[config.mk]
export PLATFORM = sky130hd
export DESIGN_NAME = cv32e40p_conv_tile_sched
export DESIGN_NICKNAME = d
export VERILOG_FILES = /design/src/rtl/cv32e40p_conv_tile_sched.sv
export SDC_FILE = /design/constraint.sdc
export NUM_CORES = 2
export LEC_CHECK = 0
export ABC_AREA = 0
export ABC_CLOCK_PERIOD_IN_PS = 10300
export CAP_MARGIN = 20
export CELL_PAD_IN_SITES_DETAIL_PLACEMENT = 1
export CELL_PAD_IN_SITES_GLOBAL_PLACEMENT = 2
export CORE_ASPECT_RATIO = 1.2
export CORE_MARGIN = 2
export CORE_UTILIZATION = 36
export CTS_CLUSTER_SIZE = 10
export DETAILED_ROUTE_END_ITERATION = 12
export PLACE_DENSITY_LB_ADDON = 0.05
export RECOVER_POWER = 100
export SYNTH_ARGS = -nofsm -noshare
export SYNTH_HDL_FRONTEND = slang
export SYNTH_SLANG_ARGS = --single-unit
[constraint.sdc]
create_clock -name clk -period 10.3 [get_ports clk]
set_clock_uncertainty 0.1 [all_clocks]
set_input_delay 2.06 -clock clk [delete_from_list [all_inputs] [get_ports clk]]
set_output_delay 2.06 -clock clk [all_outputs]
set_load 0.01 [all_outputs]
[src/rtl/cv32e40p_conv_tile_sched.sv]
// Tile scheduler for the Winograd F(2x2,3x3) engine: walks the input map in
// 4x4 tiles (stride 2), loads each tile into the engine, starts it, and writes
// the 2x2 result block back to the (W-2)x(H-2) output map.
module cv32e40p_conv_tile_sched #(
    parameter int DIM_W  = 10,
    parameter int ADDR_W = 32
) (
    input  logic              clk,
    input  logic              rst_n,
    input  logic              cfg_start,
    input  logic [ADDR_W-1:0] cfg_in_base,
    input  logic [ADDR_W-1:0] cfg_out_base,
    input  logic [DIM_W-1:0]  cfg_width,
    input  logic [DIM_W-1:0]  cfg_height,
    output logic              busy_o,
    output logic              done_o,
    output logic              err_o,
    output logic              mem_req_o,
    output logic              mem_we_o,
    output logic [ADDR_W-1:0] mem_addr_o,
    output logic [31:0]       mem_wdata_o,
    input  logic              mem_gnt_i,
    input  logic              mem_rvalid_i,
    input  logic [31:0]       mem_rdata_i,
    output logic              eng_load_o,
    output logic [3:0]        eng_idx_o,
    output logic [31:0]       eng_data_o,
    output logic              eng_start_o,
    input  logic              eng_done_i,
    input  logic [31:0]       eng_y0_i,
    input  logic [31:0]       eng_y1_i,
    input  logic [31:0]       eng_y2_i,
    input  logic [31:0]       eng_y3_i
);

    typedef enum logic [2:0] {
        S_IDLE, S_RD_REQ, S_RD_WAIT, S_ENG_START, S_ENG_WAIT, S_WR, S_NEXT, S_FIN
    } state_t;

    state_t            state;
    logic [ADDR_W-1:0] in_base, out_base;
    logic [DIM_W-1:0]  width, height, tx, ty;
    logic [1:0]        row, col, wk;
    logic [31:0]       y_q [4];

    logic              cfg_legal, last_tx, last_ty;
    logic [DIM_W-1:0]  nx, ny;
    logic [1:0]        nr, nc, nk;
    logic [ADDR_W-1:0] in_stride, out_stride;

    // Byte address of pixel (oy+dy, ox+dx) in a word-per-pixel map of the given stride.
    function automatic logic [ADDR_W-1:0] pix_addr(
        input logic [ADDR_W-1:0] base,
        input logic [DIM_W-1:0]  oy,
        input logic [1:0]        dy,
        input logic [DIM_W-1:0]  ox,
        input logic [1:0]        dx,
        input logic [ADDR_W-1:0] stride
    );
        logic [ADDR_W-1:0] prow, pcol;
        prow = ADDR_W'(oy) + ADDR_W'(dy);
        pcol = ADDR_W'(ox) + ADDR_W'(dx);
        return base + ((prow * stride + pcol) << 2);
    endfunction

    // Next-position helpers for tile walk, in-tile read walk and write walk.
    always_comb begin
        cfg_legal  = ~cfg_width[0] & ~cfg_height[0] &
                     (cfg_width >= DIM_W'(4)) & (cfg_height >= DIM_W'(4));
        last_tx    = (tx == width - DIM_W'(4));
        last_ty    = (ty == height - DIM_W'(4));
        nx         = last_tx ? '0 : tx + DIM_W'(2);
        ny         = last_tx ? ty + DIM_W'(2) : ty;
        nc         = col + 2'd1;
        nr         = (col == 2'd3) ? row + 2'd1 : row;
        nk         = wk + 2'd1;
        in_stride  = ADDR_W'(width);
        out_stride = ADDR_W'(width - DIM_W'(2));
    end

    // Tile words pass straight from the read-data bus into the engine.
    assign eng_load_o = (state == S_RD_WAIT) && mem_rvalid_i;
    assign eng_idx_o  = eng_load_o ? {row, col} : '0;
    assign eng_data_o = eng_load_o ? mem_rdata_i : '0;

    // Scheduler FSM with registered memory/engine/status outputs.
    always_ff @(posedge clk or negedge rst_n) begin
        if (!rst_n) begin
            state       <= S_IDLE;
            in_base     <= '0;
            out_base    <= '0;
            width       <= '0;
            height      <= '0;
            tx          <= '0;
            ty          <= '0;
            row         <= '0;
            col         <= '0;
            wk          <= '0;
            for (int unsigned i = 0; i < 4; i++) y_q[i] <= '0;
            busy_o      <= 1'b0;
            done_o      <= 1'b0;
            err_o       <= 1'b0;
            mem_req_o   <= 1'b0;
            mem_we_o    <= 1'b0;
            mem_addr_o  <= '0;
            mem_wdata_o <= '0;
            eng_start_o <= 1'b0;
        end else begin
            done_o <= 1'b0;
            case (state)
                S_IDLE: begin
                    if (cfg_start) begin
                        in_base  <= cfg_in_base;
                        out_base <= cfg_out_base;
                        width    <= cfg_width;
                        height   <= cfg_height;
                        tx       <= '0;
                        ty       <= '0;
                        row      <= '0;
                        col      <= '0;
                        wk       <= '0;
                        busy_o   <= 1'b1;
                        if (cfg_legal) begin
                            err_o      <= 1'b0;
                            mem_req_o  <= 1'b1;
                            mem_we_o   <= 1'b0;
                            mem_addr_o <= cfg_in_base;
                            state      <= S_RD_REQ;
                        end else begin
                            err_o  <= 1'b1;
                            done_o <= 1'b1;
                            state  <= S_FIN;
                        end
                    end
                end
                S_RD_REQ: begin
                    if (mem_gnt_i) begin
                        mem_req_o <= 1'b0;
                        state     <= S_RD_WAIT;
                    end
                end
                S_RD_WAIT: begin
                    if (mem_rvalid_i) begin
                        row <= nr;
                        col <= nc;
                        if (row == 2'd3 && col == 2'd3) begin
                            eng_start_o <= 1'b1;
                            state       <= S_ENG_START;
                        end else begin
                            mem_req_o  <= 1'b1;
                            mem_addr_o <= pix_addr(in_base, ty, nr, tx, nc, in_stride);
                            state      <= S_RD_REQ;
                        end
                    end
                end
                S_ENG_START: begin
                    eng_start_o <= 1'b0;
                    state       <= S_ENG_WAIT;
                end
                S_ENG_WAIT: begin
                    if (eng_done_i) begin
                        y_q[0]      <= eng_y0_i;
                        y_q[1]      <= eng_y1_i;
                        y_q[2]      <= eng_y2_i;
                        y_q[3]      <= eng_y3_i;
                        wk          <= '0;
                        mem_req_o   <= 1'b1;
                        mem_we_o    <= 1'b1;
                        mem_addr_o  <= pix_addr(out_base, ty, 2'd0, tx, 2'd0, out_stride);
                        mem_wdata_o <= eng_y0_i;
                        state       <= S_WR;
                    end
                end
                S_WR: begin
                    if (mem_gnt_i) begin
                        if (wk == 2'd3) begin
                            mem_req_o   <= 1'b0;
                            mem_we_o    <= 1'b0;
                            mem_wdata_o <= '0;
                            state       <= S_NEXT;
                        end else begin
                            wk          <= nk;
                            mem_addr_o  <= pix_addr(out_base, ty, {1'b0, nk[1]},
                                                    tx, {1'b0, nk[0]}, out_stride);
                            mem_wdata_o <= y_q[nk];
                        end
                    end
                end
                S_NEXT: begin
                    if (last_tx && last_ty) begin
                        done_o <= 1'b1;
                        state  <= S_FIN;
                    end else begin
                        tx         <= nx;
                        ty         <= ny;
                        mem_req_o  <= 1'b1;
                        mem_we_o   <= 1'b0;
                        mem_addr_o <= pix_addr(in_base, ny, 2'd0, nx, 2'd0, in_stride);
                        state      <= S_RD_REQ;
                    end
                end
                S_FIN: begin
                    busy_o <= 1'b0;
                    state  <= S_IDLE;
                end
                default: state <= S_IDLE;
            endcase
        end
    end

endmodule

==> impl_metrics.py <==
metrics = {
    "run_status": {
        "outcome": "finished with violations",
        "violations": "capacitance limit, slew limit",
    },
    "clocking": {
        "cts_tree": "done",
        "ctsHoldBuffers": 0,
        "clk_root_buffer_cell": "clkbuf_16",
        "cts_buffers": 40,
        "cts.clk_slew.worst_paths_ps": 60,
        "clock_latency_ps": 590,
        "clk_path_buf_depth": 3,
        "h-tree-depth": 2,
        "cts.sinks": 310,
    },
    "timing": {
        "fmax_mhz": 102,
        "finalCritPeriodShare": 0.947,
        "finalCriticalPeriod_ps": 9760,
        "maxSlewHeadroom": -3.20,
        "hold_ws_ps": 370,
        "rsz0062_at_grt": "false",
        "hold_viol_final": 0,
        "setup_viol": 0,
        "slew_viol_final": 449,
        "fin_tns_setup_ps": 0,
        "tightest_slew_ps": 6310,
    },
    "logic_synthesis": {
        "syn_inst": 3894,
        "synth_cell_type_count": 78,
        "ys.flop_type": "dfrtp_1",
        "yosys-top-cells-count": "753 x nand2_1, 487 x inv_1, 331 x fa_1, 326 x ha_1, 310 x dfrtp_1",
        "synth_most_common_cell": "nand2_1",
        "synth_top_area_frac": 0.227,
        "synth_top_cell_by_area": "dfrtp_1",
        "synthesis.area_mm2": 0.0342,
        "ys_ff_latch": 310,
        "yosys-top-cells-area": "dfrtp_1 23%, fa_1 19%, ha_1 12%",
        "synth_warnings": 0,
        "synth_area_per_cell_um2": 8.79,
        "synthArstFlopShare": 1.00,
        "synth_edf_count": 0,
        "yosysSeqAreaShare": 0.227,
    },
    "worst_setup_path": {
        "critPathCaptureType": "flop",
        "critPathMaxStageDelay_ps": 580,
        "crit_fanout": 6,
        "cp.arrival_ps": 10090,
        "path_class": "reg -> reg",
        "slowest_stage": "fa_1",
        "critPathRequiredTime_ps": 10630,
        "worstSetupStartpointType": "flop",
        "cp_common_cell": "fa_1",
    },
    "placement": {
        "placed_area_mm2": 0.0396,
        "place_inst": 5451,
        "place.gp.congestion": 0.868,
        "port_buffers": 356,
        "dp_hpwl_mm": 98.1,
    },
    "global_route": {
        "grt_pass1_wl_mm": 191,
        "grt_use_total": 0.257,
        "grt_overflow_total": 0,
        "grt_max_degree": 114,
        "antenna_found_initial": 28,
        "grt_pass1_vias": 31100,
    },
    "routing": {
        "drc_errors": 0,
        "postRouteWirelength_mm": 124,
        "vias": 28400,
        "drtPass1Iterations": 5,
        "wl_per_cell_um": 22.4,
        "drtIter0Drc": 1408,
        "via_per_inst": 5.13,
        "ant_nets": 0,
    },
    "layout": {
        "fill_cells": 10900,
        "syn2layout_area_growth_pct": 19.7,
        "fin_cells": 5529,
        "design_area_mm2": 0.0409,
        "multi_input_area_mm2": 0.0241,
        "seq_area_mm2": 0.00776,
        "nNetsFinal": 5155,
        "drive_above_1_share": 0.0735,
    },
    "die": {
        "die_height_um": 342,
        "io_pins": 357,
        "fp.dieArea_mm2": 0.0975,
        "chipWidth_um": 285,
        "coreArea_mm2": 0.0940,
        "start_util": 0.364,
        "rows": 123,
    },
    "run": {
        "max_cap_violations": 8,
    },
    "worst_hold_path": {
        "hold_class": "reg -> reg",
    },
}
## kinds of logic after synthesis
| logic type | after synthesis | share of synthesized area |
|---|---|---|
| AO/OA/AOI/OAI | 559 | 0.106 |
| XOR/XNOR | 170 | 0.0444 |
| adder cells (fa/ha/maj) | 657 | 0.313 |
| buffers and inverters | 671 | 0.0743 |
| flip-flops | 310 | 0.227 |
| multiplexers | 126 | 0.0514 |
| other | 2 | 0.000219 |
| AND/OR/NAND/NOR | 1399 | 0.184 |
## area by class of cell
cell class                      count  area share
Clock buffer                       60      0.0280
Antenna cell                        8    0.000489
Inverter                          489      0.0448
Timing Repair Buffer              475       0.108
Clock inverter                      5     0.00165
Tap cell                         1250      0.0382
Multi-Input combinational cell   2932       0.589
Sequential cell                   310       0.189
## path summary, 6_finish.rpt
check	start	endpoint	slack (ps)	depth (start not counted)
worst max-delay path	width[5]	mem_addr_o[29]	540	36
worst min-delay path	y_q[94]	y_q[94]	370	2
worst max register to register	width[5]	mem_addr_o[29]	540	36
worst min register to register	y_q[94]	y_q[94]	370	2
max in group asynchronous	rst_n	height[4]	1390	3
min in group asynchronous	rst_n	y_q[11]	3710	1
## placed cells by master (no fill, tap or decap), types with 8 or more instances in the layout
| cell | instances |
|---|---|
| nand2_1 | 751 |
| inv_1 | 487 |
| fa_1 | 331 |
| ha_1 | 324 |
| dfrtp_1 | 309 |
| clkdlybuf4s50_1 | 245 |
| nor2_1 | 206 |
| a21oi_1 | 158 |
| and2_1 | 119 |
| o21ai_0 | 115 |
| dlygate4sd3_1 | 110 |
| buf_4 | 103 |
| xnor2_1 | 99 |
| mux2_2 | 76 |
| xor2_1 | 64 |
| nand2b_1 | 60 |
| and3_1 | 52 |
| nor2b_1 | 41 |
| clkbuf_16 | 41 |
| nor3_1 | 39 |
| a21o_1 | 38 |
| nand3_1 | 37 |
| a22oi_1 | 33 |
| mux4_2 | 32 |
| clkbuf_1 | 25 |
| a211oi_1 | 24 |
| o21a_1 | 22 |
| conb_1 | 21 |
| a31oi_1 | 19 |
| nor4_1 | 18 |
| o21bai_1 | 16 |
| o31ai_1 | 16 |
| nand4_1 | 16 |
| mux2i_1 | 16 |
| o211ai_1 | 14 |
| or3_1 | 13 |
| a221oi_1 | 13 |
| a211o_1 | 11 |
| o22ai_1 | 10 |
| diode_2 | 8 |
## worst max-delay path, delay by kind of cell (launching register included)
kind            cells  cell delay, ps
compound gates     12            2840
buf+inv             4             460
flops               1             390
simple gates       10            1990
fa+ha+maj           7            3190
xor+xnor            3             610
## layer usage
metal  global-route usage  up-vias  routed length [um]
li1                     -    13400                   -
met4               0.0731       38                3740
met5                    0        -                 254
met1                0.331    14200               53500
met3               0.0659      166                8050
met2                0.426      558               58100
## repair_timing
item	4_1_cts	5_1_grt
endpoints found under the setup margin	0	8
buffers inserted	0	4
gates resized for setup	0	21
## registers in the layout, summed over array words and instances, names as in the netlist
signal	count
in_base	32
tx	10
done_o	1
col	2
mem_we_o	1
out_base	32
wk	2
err_o	1
y_q	128
width	10
eng_start_o	1
state	3
ty	9
mem_wdata_o	32
busy_o	1
mem_req_o	1
height	10
row	2
mem_addr_o	32
## metrics by stage
stage          setup WS, ps   util
2_1_floorplan           854      -
3_3_place_gp            310  0.421
3_5_place_dp           81.7  0.422
4_1_cts                20.0  0.435
5_1_grt                6.24  0.435
6_report                541  0.435
Power is not shown: default switching activity piles up to over one toggle a cycle in this logic, so the estimate is an artifact.
